$ cat config.mk
export PLATFORM = sky130hd
export DESIGN_NAME = demux_1x8_deser_flat
export DESIGN_NICKNAME = d
export VERILOG_FILES = /design/src/rtl/demux_1x8_deser_pkg.sv /design/src/rtl/demux_1x8_deser_if.sv /design/src/rtl/demux_1x8_deser_slot_ctr.sv /design/src/rtl/demux_1x8_deser.sv /design/src/flat_wrapper.sv
export SDC_FILE = /design/constraint.sdc
export NUM_CORES = 1
export LEC_CHECK = 0
export BUFFER_PORTS_ARGS = -buffer_cell sky130_fd_sc_hd__buf_2
export CAP_MARGIN = 5
export CORE_ASPECT_RATIO = 1.25
export CORE_MARGIN = 2
export CORE_UTILIZATION = 45
export DETAILED_ROUTE_END_ITERATION = 6
export PLACE_DENSITY = 0.66
export SYNTH_ARGS = -nofsm -noshare
export SYNTH_HDL_FRONTEND = slang
export SYNTH_SLANG_ARGS = --single-unit
$ cat constraint.sdc
create_clock -name clk -period 2.7 [get_ports clk]
set_input_delay 0.54 -clock clk [delete_from_list [all_inputs] [get_ports clk]]
set_output_delay 0.54 -clock clk [all_outputs]
set_load 0.005 [all_outputs]
$ cat src/rtl/demux_1x8_deser_pkg.sv
// Shared types and constants for the 1-to-8 serial deserialiser.
//   demux_state_t : receiver FSM states (HUNT waits for SOF, ASSEMBLE collects bits)
//   DEMUX_WIDTH   : default number of lanes / word width
package demux_pkg;

  typedef enum logic {HUNT, ASSEMBLE} demux_state_t;

  localparam int DEMUX_WIDTH = 8;

endpackage

$ cat src/rtl/demux_1x8_deser_if.sv
// Serial link + word handshake bundle between the transmitter/consumer side and the receiver.
//   D, D_VALID, SOF : serial bit, its qualifier, start-of-frame marker (driven by master)
//   Y_READY         : consumer accepts Y (driven by master)
//   S, Y, Y_VALID   : next slot, completed word, word-pending flag (driven by slave)
//   OVR, FERR       : sticky overrun / framing-error flags (driven by slave)
interface demux_1x8_deser_if
  import demux_pkg::*;
#(
  parameter int unsigned WIDTH = DEMUX_WIDTH
);
  localparam int unsigned SEL_W = $clog2(WIDTH);

  logic             D;
  logic             D_VALID;
  logic             SOF;
  logic             Y_READY;
  logic [SEL_W-1:0] S;
  logic [WIDTH-1:0] Y;
  logic             Y_VALID;
  logic             OVR;
  logic             FERR;

  modport master (
    output D, D_VALID, SOF, Y_READY,
    input  S, Y, Y_VALID, OVR, FERR
  );

  modport slave (
    input  D, D_VALID, SOF, Y_READY,
    output S, Y, Y_VALID, OVR, FERR
  );

endinterface

$ cat src/rtl/demux_1x8_deser_slot_ctr.sv
// Modulo-WIDTH slot counter mirroring the transmitter's mux select.
//   clk, rst      : clock, async active-high reset
//   clr_to_one_i  : start of a fresh word (slot 0 written this edge, next slot is 1)
//   inc_i         : a bit is accepted at the current slot
//   s_o           : registered next slot index
//   wrap_c_o      : combinational, high when the accepted bit fills the last slot
module demux_slot_ctr
  import demux_pkg::*;
#(
  parameter int unsigned WIDTH = DEMUX_WIDTH
) (
  input  logic                       clk,
  input  logic                       rst,
  input  logic                       clr_to_one_i,
  input  logic                       inc_i,
  output logic [$clog2(WIDTH)-1:0]   s_o,
  output logic                       wrap_c_o
);
  localparam int unsigned SEL_W = $clog2(WIDTH);

  logic [SEL_W-1:0] s_q;
  logic [SEL_W-1:0] s_d;

  // Power-of-2 width lets the increment wrap naturally.
  always_comb begin
    s_d = s_q;
    if (clr_to_one_i) begin
      s_d = SEL_W'(1);
    end else if (inc_i) begin
      s_d = SEL_W'(s_q + SEL_W'(1));
    end
  end

  always_ff @(posedge clk or posedge rst) begin
    if (rst) begin
      s_q <= '0;
    end else begin
      s_q <= s_d;
    end
  end

  assign wrap_c_o = inc_i && !clr_to_one_i && (s_q == SEL_W'(WIDTH - 1));
  assign s_o      = s_q;

endmodule

$ cat src/rtl/demux_1x8_deser.sv
// Serial-to-parallel receiver: steers each accepted bit into lane S of an assembly
// register and hands completed words to the consumer through a one-entry holding register.
//   clk, rst : clock, async active-high reset
//   bus      : slave side of demux_1x8_deser_if (serial input, word handshake, sticky flags)
module demux_1x8_deser
  import demux_pkg::*;
#(
  parameter int unsigned WIDTH = DEMUX_WIDTH
) (
  input  logic               clk,
  input  logic               rst,
  demux_1x8_deser_if.slave   bus
);
  localparam int unsigned SEL_W = $clog2(WIDTH);

  demux_state_t     state_q, state_d;
  logic [WIDTH-1:0] asm_q, asm_d;
  logic [WIDTH-1:0] y_q, y_d;
  logic             y_valid_q, y_valid_d;
  logic             ovr_q, ovr_d;
  logic             ferr_q, ferr_d;

  logic             clr_to_one;
  logic             inc;
  logic             wrap_c;
  logic [SEL_W-1:0] s;
  logic [WIDTH-1:0] word;

  demux_slot_ctr #(.WIDTH(WIDTH)) u_slot_ctr (
    .clk          (clk),
    .rst          (rst),
    .clr_to_one_i (clr_to_one),
    .inc_i        (inc),
    .s_o          (s),
    .wrap_c_o     (wrap_c)
  );

  // Next-state: framing, assembly, holding-register handshake and sticky flags.
  always_comb begin
    state_d    = state_q;
    asm_d      = asm_q;
    y_d        = y_q;
    y_valid_d  = y_valid_q;
    ovr_d      = ovr_q;
    ferr_d     = ferr_q;
    clr_to_one = 1'b0;
    inc        = 1'b0;
    word       = asm_q;

    // Consume first; a completion on the same edge re-asserts valid below.
    if (y_valid_q && bus.Y_READY) begin
      y_valid_d = 1'b0;
    end

    unique case (state_q)
      HUNT: begin
        if (bus.D_VALID && bus.SOF) begin
          asm_d      = '0;
          asm_d[0]   = bus.D;
          clr_to_one = 1'b1;
          state_d    = ASSEMBLE;
        end
      end
      ASSEMBLE: begin
        if (bus.D_VALID) begin
          if (bus.SOF && (s != '0)) begin
            // Resynchronise: drop the partial word and restart at slot 0.
            asm_d      = '0;
            asm_d[0]   = bus.D;
            clr_to_one = 1'b1;
            ferr_d     = 1'b1;
          end else begin
            word[s] = bus.D;
            asm_d   = word;
            inc     = 1'b1;
          end
        end
      end
      default: state_d = HUNT;
    endcase

    // wrap_c only rises when inc is set, so 'word' holds the completed value here.
    if (wrap_c) begin
      if (!y_valid_q || bus.Y_READY) begin
        y_d       = word;
        y_valid_d = 1'b1;
      end else begin
        ovr_d = 1'b1;
      end
    end
  end

  always_ff @(posedge clk or posedge rst) begin
    if (rst) begin
      state_q   <= HUNT;
      asm_q     <= '0;
      y_q       <= '0;
      y_valid_q <= 1'b0;
      ovr_q     <= 1'b0;
      ferr_q    <= 1'b0;
    end else begin
      state_q   <= state_d;
      asm_q     <= asm_d;
      y_q       <= y_d;
      y_valid_q <= y_valid_d;
      ovr_q     <= ovr_d;
      ferr_q    <= ferr_d;
    end
  end

  assign bus.S       = s;
  assign bus.Y       = y_q;
  assign bus.Y_VALID = y_valid_q;
  assign bus.OVR     = ovr_q;
  assign bus.FERR    = ferr_q;

endmodule

$ cat src/flat_wrapper.sv
// flat-port wrapper written by rule: the top's interface ports become plain ports
module demux_1x8_deser_flat import demux_pkg::*;
#(
  parameter int unsigned WIDTH = DEMUX_WIDTH
)
  (clk, rst, bus_D, bus_D_VALID, bus_SOF, bus_Y_READY, bus_S, bus_Y, bus_Y_VALID, bus_OVR, bus_FERR);
  demux_1x8_deser_if #(.WIDTH(WIDTH)) bus_i ();
  input  logic clk;
  input  logic rst;
  input wire logic [$bits(bus_i.D)-1:0] bus_D;
  input wire logic [$bits(bus_i.D_VALID)-1:0] bus_D_VALID;
  input wire logic [$bits(bus_i.SOF)-1:0] bus_SOF;
  input wire logic [$bits(bus_i.Y_READY)-1:0] bus_Y_READY;
  output wire logic [$bits(bus_i.S)-1:0] bus_S;
  output wire logic [$bits(bus_i.Y)-1:0] bus_Y;
  output wire logic [$bits(bus_i.Y_VALID)-1:0] bus_Y_VALID;
  output wire logic [$bits(bus_i.OVR)-1:0] bus_OVR;
  output wire logic [$bits(bus_i.FERR)-1:0] bus_FERR;
  assign bus_i.D = bus_D;
  assign bus_i.D_VALID = bus_D_VALID;
  assign bus_i.SOF = bus_SOF;
  assign bus_i.Y_READY = bus_Y_READY;
  assign bus_S = bus_i.S;
  assign bus_Y = bus_i.Y;
  assign bus_Y_VALID = bus_i.Y_VALID;
  assign bus_OVR = bus_i.OVR;
  assign bus_FERR = bus_i.FERR;
  demux_1x8_deser #(.WIDTH(WIDTH)) u_core (.clk(clk), .rst(rst), .bus(bus_i));
endmodule
# [Word level (Yosys, flattened, before mapping)]
# Cells that the tools add are included.
[classes] n_addsub=1 n_reduce_logical=15 mux=23 bitwise=2 n_lt_le_gt_ge=2 eq_ne=3
[ops] operator="2-to-1 mux 8 bit" count=6
[ops] operator="one-hot mux 8 bit (2 select lines)" count=1
[ops] operator="2-to-1 mux 1 bit" count=11
[ops] operator="bitwise mux 8 bit" count=1
[ops] operator="logical AND 1 bit" count=6
[ops] operator="2-to-1 mux 3 bit" count=2
[ops] operator="AND reduction 2 bit" count=3
[ops] operator="< comparator 3 x 4 -> 1 bit (second input constant)" count=1
[ops] operator="adder 3 x 1 -> 3 bit (second input constant)" count=1
[ops] operator="demux 1 bit (select 3 bit)" count=1
[ops] operator="equality test 3 bit (second input constant)" count=1
[ops] operator="greater-or-equal comparator 3 x 1 -> 1 bit (second input constant)" count=1
[ops] operator="AND reduction 3 bit" count=1
[ops] operator="nonzero test 3 bit" count=1
[ops] operator="logical NOT 1 bit" count=2
[ops] operator="!= test 2 x 1 -> 1 bit (second input constant)" count=1
[ops] operator="!= test 2 bit (second input constant)" count=1
[ops] operator="inverter 1 bit" count=2
[ops] operator="one-hot mux 1 bit (2 select lines)" count=1
[ops] operator="nonzero test 2 bit" count=1
[ops] operator="logical OR 1 bit" count=1
[word_totals] output_inout_bits=14 input_bits=6 reg_bits=23

# [Depth between registers and ports, before layout]
[depth] word_depth=9 ltp_mapped=6

# [Cells and area by module]
# From an unflattened synthesis, not the netlist that was laid out.
[unflattened] hier_cells=136 area_unflattened_um2=1368.8
[modules_own_cells] mod="demux_1x8_deser" area_each_um2=1214.9 seq_area_each_um2=500.5 n_inst=1 cells_per_inst=122
[modules_own_cells] mod="demux_slot_ctr" area_each_um2=153.9 seq_area_each_um2=75.1 n_inst=1 cells_per_inst=14

# [Worst setup path after synthesis]
# OpenSTA, ideal clock, no wires.
[synth_path] path_kind="reg-to-reg" from="register u_core.u_slot_ctr.s_q[0], in the netlist u_core.u_slot_ctr.s_o[0]" to="register u_core.y_q[0], in the netlist u_core.bus.Y[0]" required_ps=2575 t_arrival_ps=1682 setup_slack_ps=894 stages_incl_launch_ff=7 path_buffers=1 path_cell_list="dfrtp_1 > buf_2 > inv_1 > ha_1 > nand2b_4 > a211oi_4 > mux2_2"
[synth_via] elab_chain_len=9 elab_cells_between_ends=22 classes_between="2 x order compare; 1 x eq/ne; 12 x mux; 7 x reduce/logical"
[synth_lines] element="from (decl)" line_no="demux_1x8_deser_slot_ctr.sv:21" source="logic [SEL_W-1:0] s_q;"
[synth_lines] element="from (signal assigned)" line_no="demux_1x8_deser_slot_ctr.sv:36" source="s_q <= '0;"
[synth_lines] element="from (signal assigned)" line_no="demux_1x8_deser_slot_ctr.sv:38" source="s_q <= s_d;"
[synth_lines] element="parallel branches: the longest is 9 deep, another holds < comparator 3 x 4 -> 1 bit"
[synth_lines] element="to (signal assigned)" line_no="demux_1x8_deser.sv:104" source="y_q <= y_d;"
[synth_lines] element="to (decl)" line_no="demux_1x8_deser.sv:18" source="logic [WIDTH-1:0] y_q, y_d;"
# Several ways; the timed one is not identified.
# A chain may end at the register's enable or synchronous reset.

# [Worst setup path in the final report]
# Same ends and word-level chain as after synthesis.

==> results by group <==
STA
  • Final hold vios: 0
  • Max Clk Rate: 491 MHz
  • Slew @ Worst Pin: 858 ps
  • Final Max Slew Viols: 0
  • Relative slew slack: 0.427
  • RSZ-0062 raised after global routing: no
  • Setup TNS Final: 0 ps
  • Final Setup Violations: 0
  • Final worst-path cycle share: 0.754
  • Final Critical Period: 2040 ps
  • Hold Slack: approximately 380 ps
  • Skew final: 1.22 ps

Layout
  • Diodes inserted: 0
  • Number of fill cells in the layout: between 200 and 250
  • Multi-input logic area: slightly below 500 sq um
  • Nets: around 120
  • Reg area: 576 sq um
  • Share of cells above drive strength 1: 0.352
  • Area growth syn-to-layout: 13.0%

Drt
  • Via count: 741
  • Routed wire length: 1970 microns
  • Vias/cell: ~5.3
  • Antenna viol nets, final: 0
  • Avg WL per Cell: 14.0 microns
  • Residual DRC: 0
  • Pre-antenna DRT Iters: 2
  • DR iter-0 viols: 1

Critical path
  • CP arrival: 2240 ps
  • Startpoint Class: flip-flop
  • Most used cell, CP: ha_1
  • CP peak stage delay: about 560 ps
  • WP data required: between 2000 and 3000 ps
  • Max FO, Critical Path: 12
  • Crit path kind: reg -> reg
  • CP endpoint kind: flip-flop
  • Crit path cell chain: ha_1 -> ha_1 -> nand3_1 -> a211oi_4 -> mux2_2
  • Slowest stage cell on the critical path: dfrtp_1

Yosys
  • Sequential area share after synthesis: 0.520
  • Yosys warning count: 0
  • Async SR Flop Fraction: 1.00
  • Most common cell in the netlist: dfrtp_1
  • Synth cell count leaders: dfrtp_1 (23), mux2_2 (11), mux2i_1 (7)
  • Yosys reg bits: 23
  • Synthesized Nets: just under 100
  • Netlist Area Pre-Place: 1110 sq um
  • EDFF count, synth: 0
  • Largest area contributor in the netlist: dfrtp_1
  • Synth area leaders: dfrtp_1 (52%), mux2_2 (11%), mux2i_1 (6.3%)
  • Post-synth cell types: 23
  • Syn avg cell area: 12.4 sq um
  • Synth Flop Type: dfrtp_1
  • Syn Inst Count: 89
  • Yosys top cell area share: 0.520

Power and ir drop
  • Max VDD drop: around 0.45 mV
  • PwrDens: around 810 nW/um^2
  • P_leak: 0.625 nW

Placement
  • Post-DP HPWL: approximately 1400 microns
  • RD Place Congestion: 0.734
  • Buffers on Ports: 19

Clock network
  • H-tree levels: 1
  • CTS sink count: 23
  • Post-CTS sizing: 0
  • Clock root buffer: clkbuf_4
  • Worst-path clk slew: approximately 130 ps
  • Clk_lat worst skew: 310 ps
  • CTS tree: yes
  • Clock Path Buffers: 2
  • TritonCTS buffer count: 3
  • Post-CTS Hold Fix Bufs: 0
  • Post-CTS Setup Bufs: 0

Floorplanning
  • Initial Utilization: 0.466
  • Die ar.: 2880 sq um
  • Core ar.: 2380 sq um
  • Die Y: 59.5 microns
  • Core Rows: 20
  • Die Span X: around 48 microns
  • # IOs: 20

Global routing
  • Largest net degree at the start of global routing: 24
  • First-pass GRT wire length: around 3400 microns
  • Vias in the first global route: ~750
  • Grt ovf: 0
  • Initial antenna violation count: 0
  • Total GRT Usage: 0.159

Run status
  • Outcome: complete, no violations

Hold path
  • Worst min path class: in -> async

Run
  • Max_cap viols: 0
routing by layer:
metal / share of wire / vias up / GRT usage
li1: - / 360 / -
met1: 0.47 / 366 / 0.185
met4: 0.012 / 0 / 0.0857
met3: 0.033 / 2 / 0.0328
met2: 0.49 / 13 / 0.278
met5: 0 / - / 0
critical path, delay by kind of cell, from the launching register on:
| family | cells | cell delay [ps] |
|---|---|---|
| and+or+nand+nor | 1 | 120 |
| AOI/OAI and AO/OA | 1 | 470 |
| DFF | 1 | 560 |
| muxes | 1 | 400 |
| adders and majority gates | 2 | 390 |
worst paths after layout:
| kind | start | endpoint | slack, ps | cells after the start |
|---|---|---|---|---|
| max in group asynchronous | rst | u_core.asm_q[5] | 1800 | 2 |
| hold / removal | rst | u_core.asm_q[0] | 380 | 2 |
| hold reg to reg | u_core.bus.FERR | u_core.bus.FERR | 470 | 1 |
| setup / recovery | u_core.u_slot_ctr.s_o[0] | u_core.bus.Y[0] | 660 | 5 |
| setup reg to reg | u_core.u_slot_ctr.s_o[0] | u_core.bus.Y[0] | 660 | 5 |
| min in group clk | u_core.bus.FERR | u_core.bus.FERR | 470 | 1 |
where the power goes:
part | switching, mW | internal, mW
Combinational | 0.145 | 0.193
Sequential | 0.0844 | 0.432
Clock | 0.104 | 0.0577
Total | 0.333 | 0.683
placed cells by master (no fill, tap or decap), types with 2 or more instances in the layout:
master    count
a22o_1        6
dfrtp_1      23
buf_2        19
nand3b_1      4
o21ai_0       3
a21o_1        3
nand2_1       4
ha_1          3
nor3b_1       3
mux2i_1       7
a31o_2        2
mux2_2       11
nand3_1       2
inv_1         6
clkbuf_4      3
sequential cells by signal, indices dropped and copies added (netlist names):
register and count:
u_core.bus.FERR 1, u_core.bus.OVR 1, u_core.u_slot_ctr.s_o 3, u_core.asm_q 8, u_core.bus.Y 8, u_core.bus.Y_VALID 1
u_core.state_q 1
through the flow:
step | util | power, mW | setup WS, ps | std cells | cell area (sq um)
2_1_floorplan | - | 0.765 | 894 | 89 | 1110
3_3_place_gp | 0.515 | 0.859 | 708 | 137 | 1220
3_5_place_dp | 0.515 | 0.869 | 664 | 137 | 1220
4_1_cts | 0.526 | 1.03 | 655 | 141 | 1250
5_1_grt | 0.526 | 1.10 | 545 | 141 | 1250
6_report | 0.526 | 1.02 | 665 | 141 | 1250
cell type report:
type,instances,area share
repair buffers,19,0.0760
multi-input cells,56,0.392
well taps,33,0.0330
flip-flops and latches,23,0.460
clock buffers,4,0.0210
inverters,6,0.0180
logic make-up (layout without fill, tap and decap cells):
group                    count (synthesis)  count (layout)  synth area share
buffers and inverters                   10              29            0.0373
flip-flops                              23              23             0.520
AND/OR/NAND/NOR                         17              17            0.0983
adder cells (fa/ha/maj)                  3               3            0.0339
AO/OA/AOI/OAI                           18              18             0.136
multiplexers                            18              18             0.175
Power figures use the tool's default switching activity.
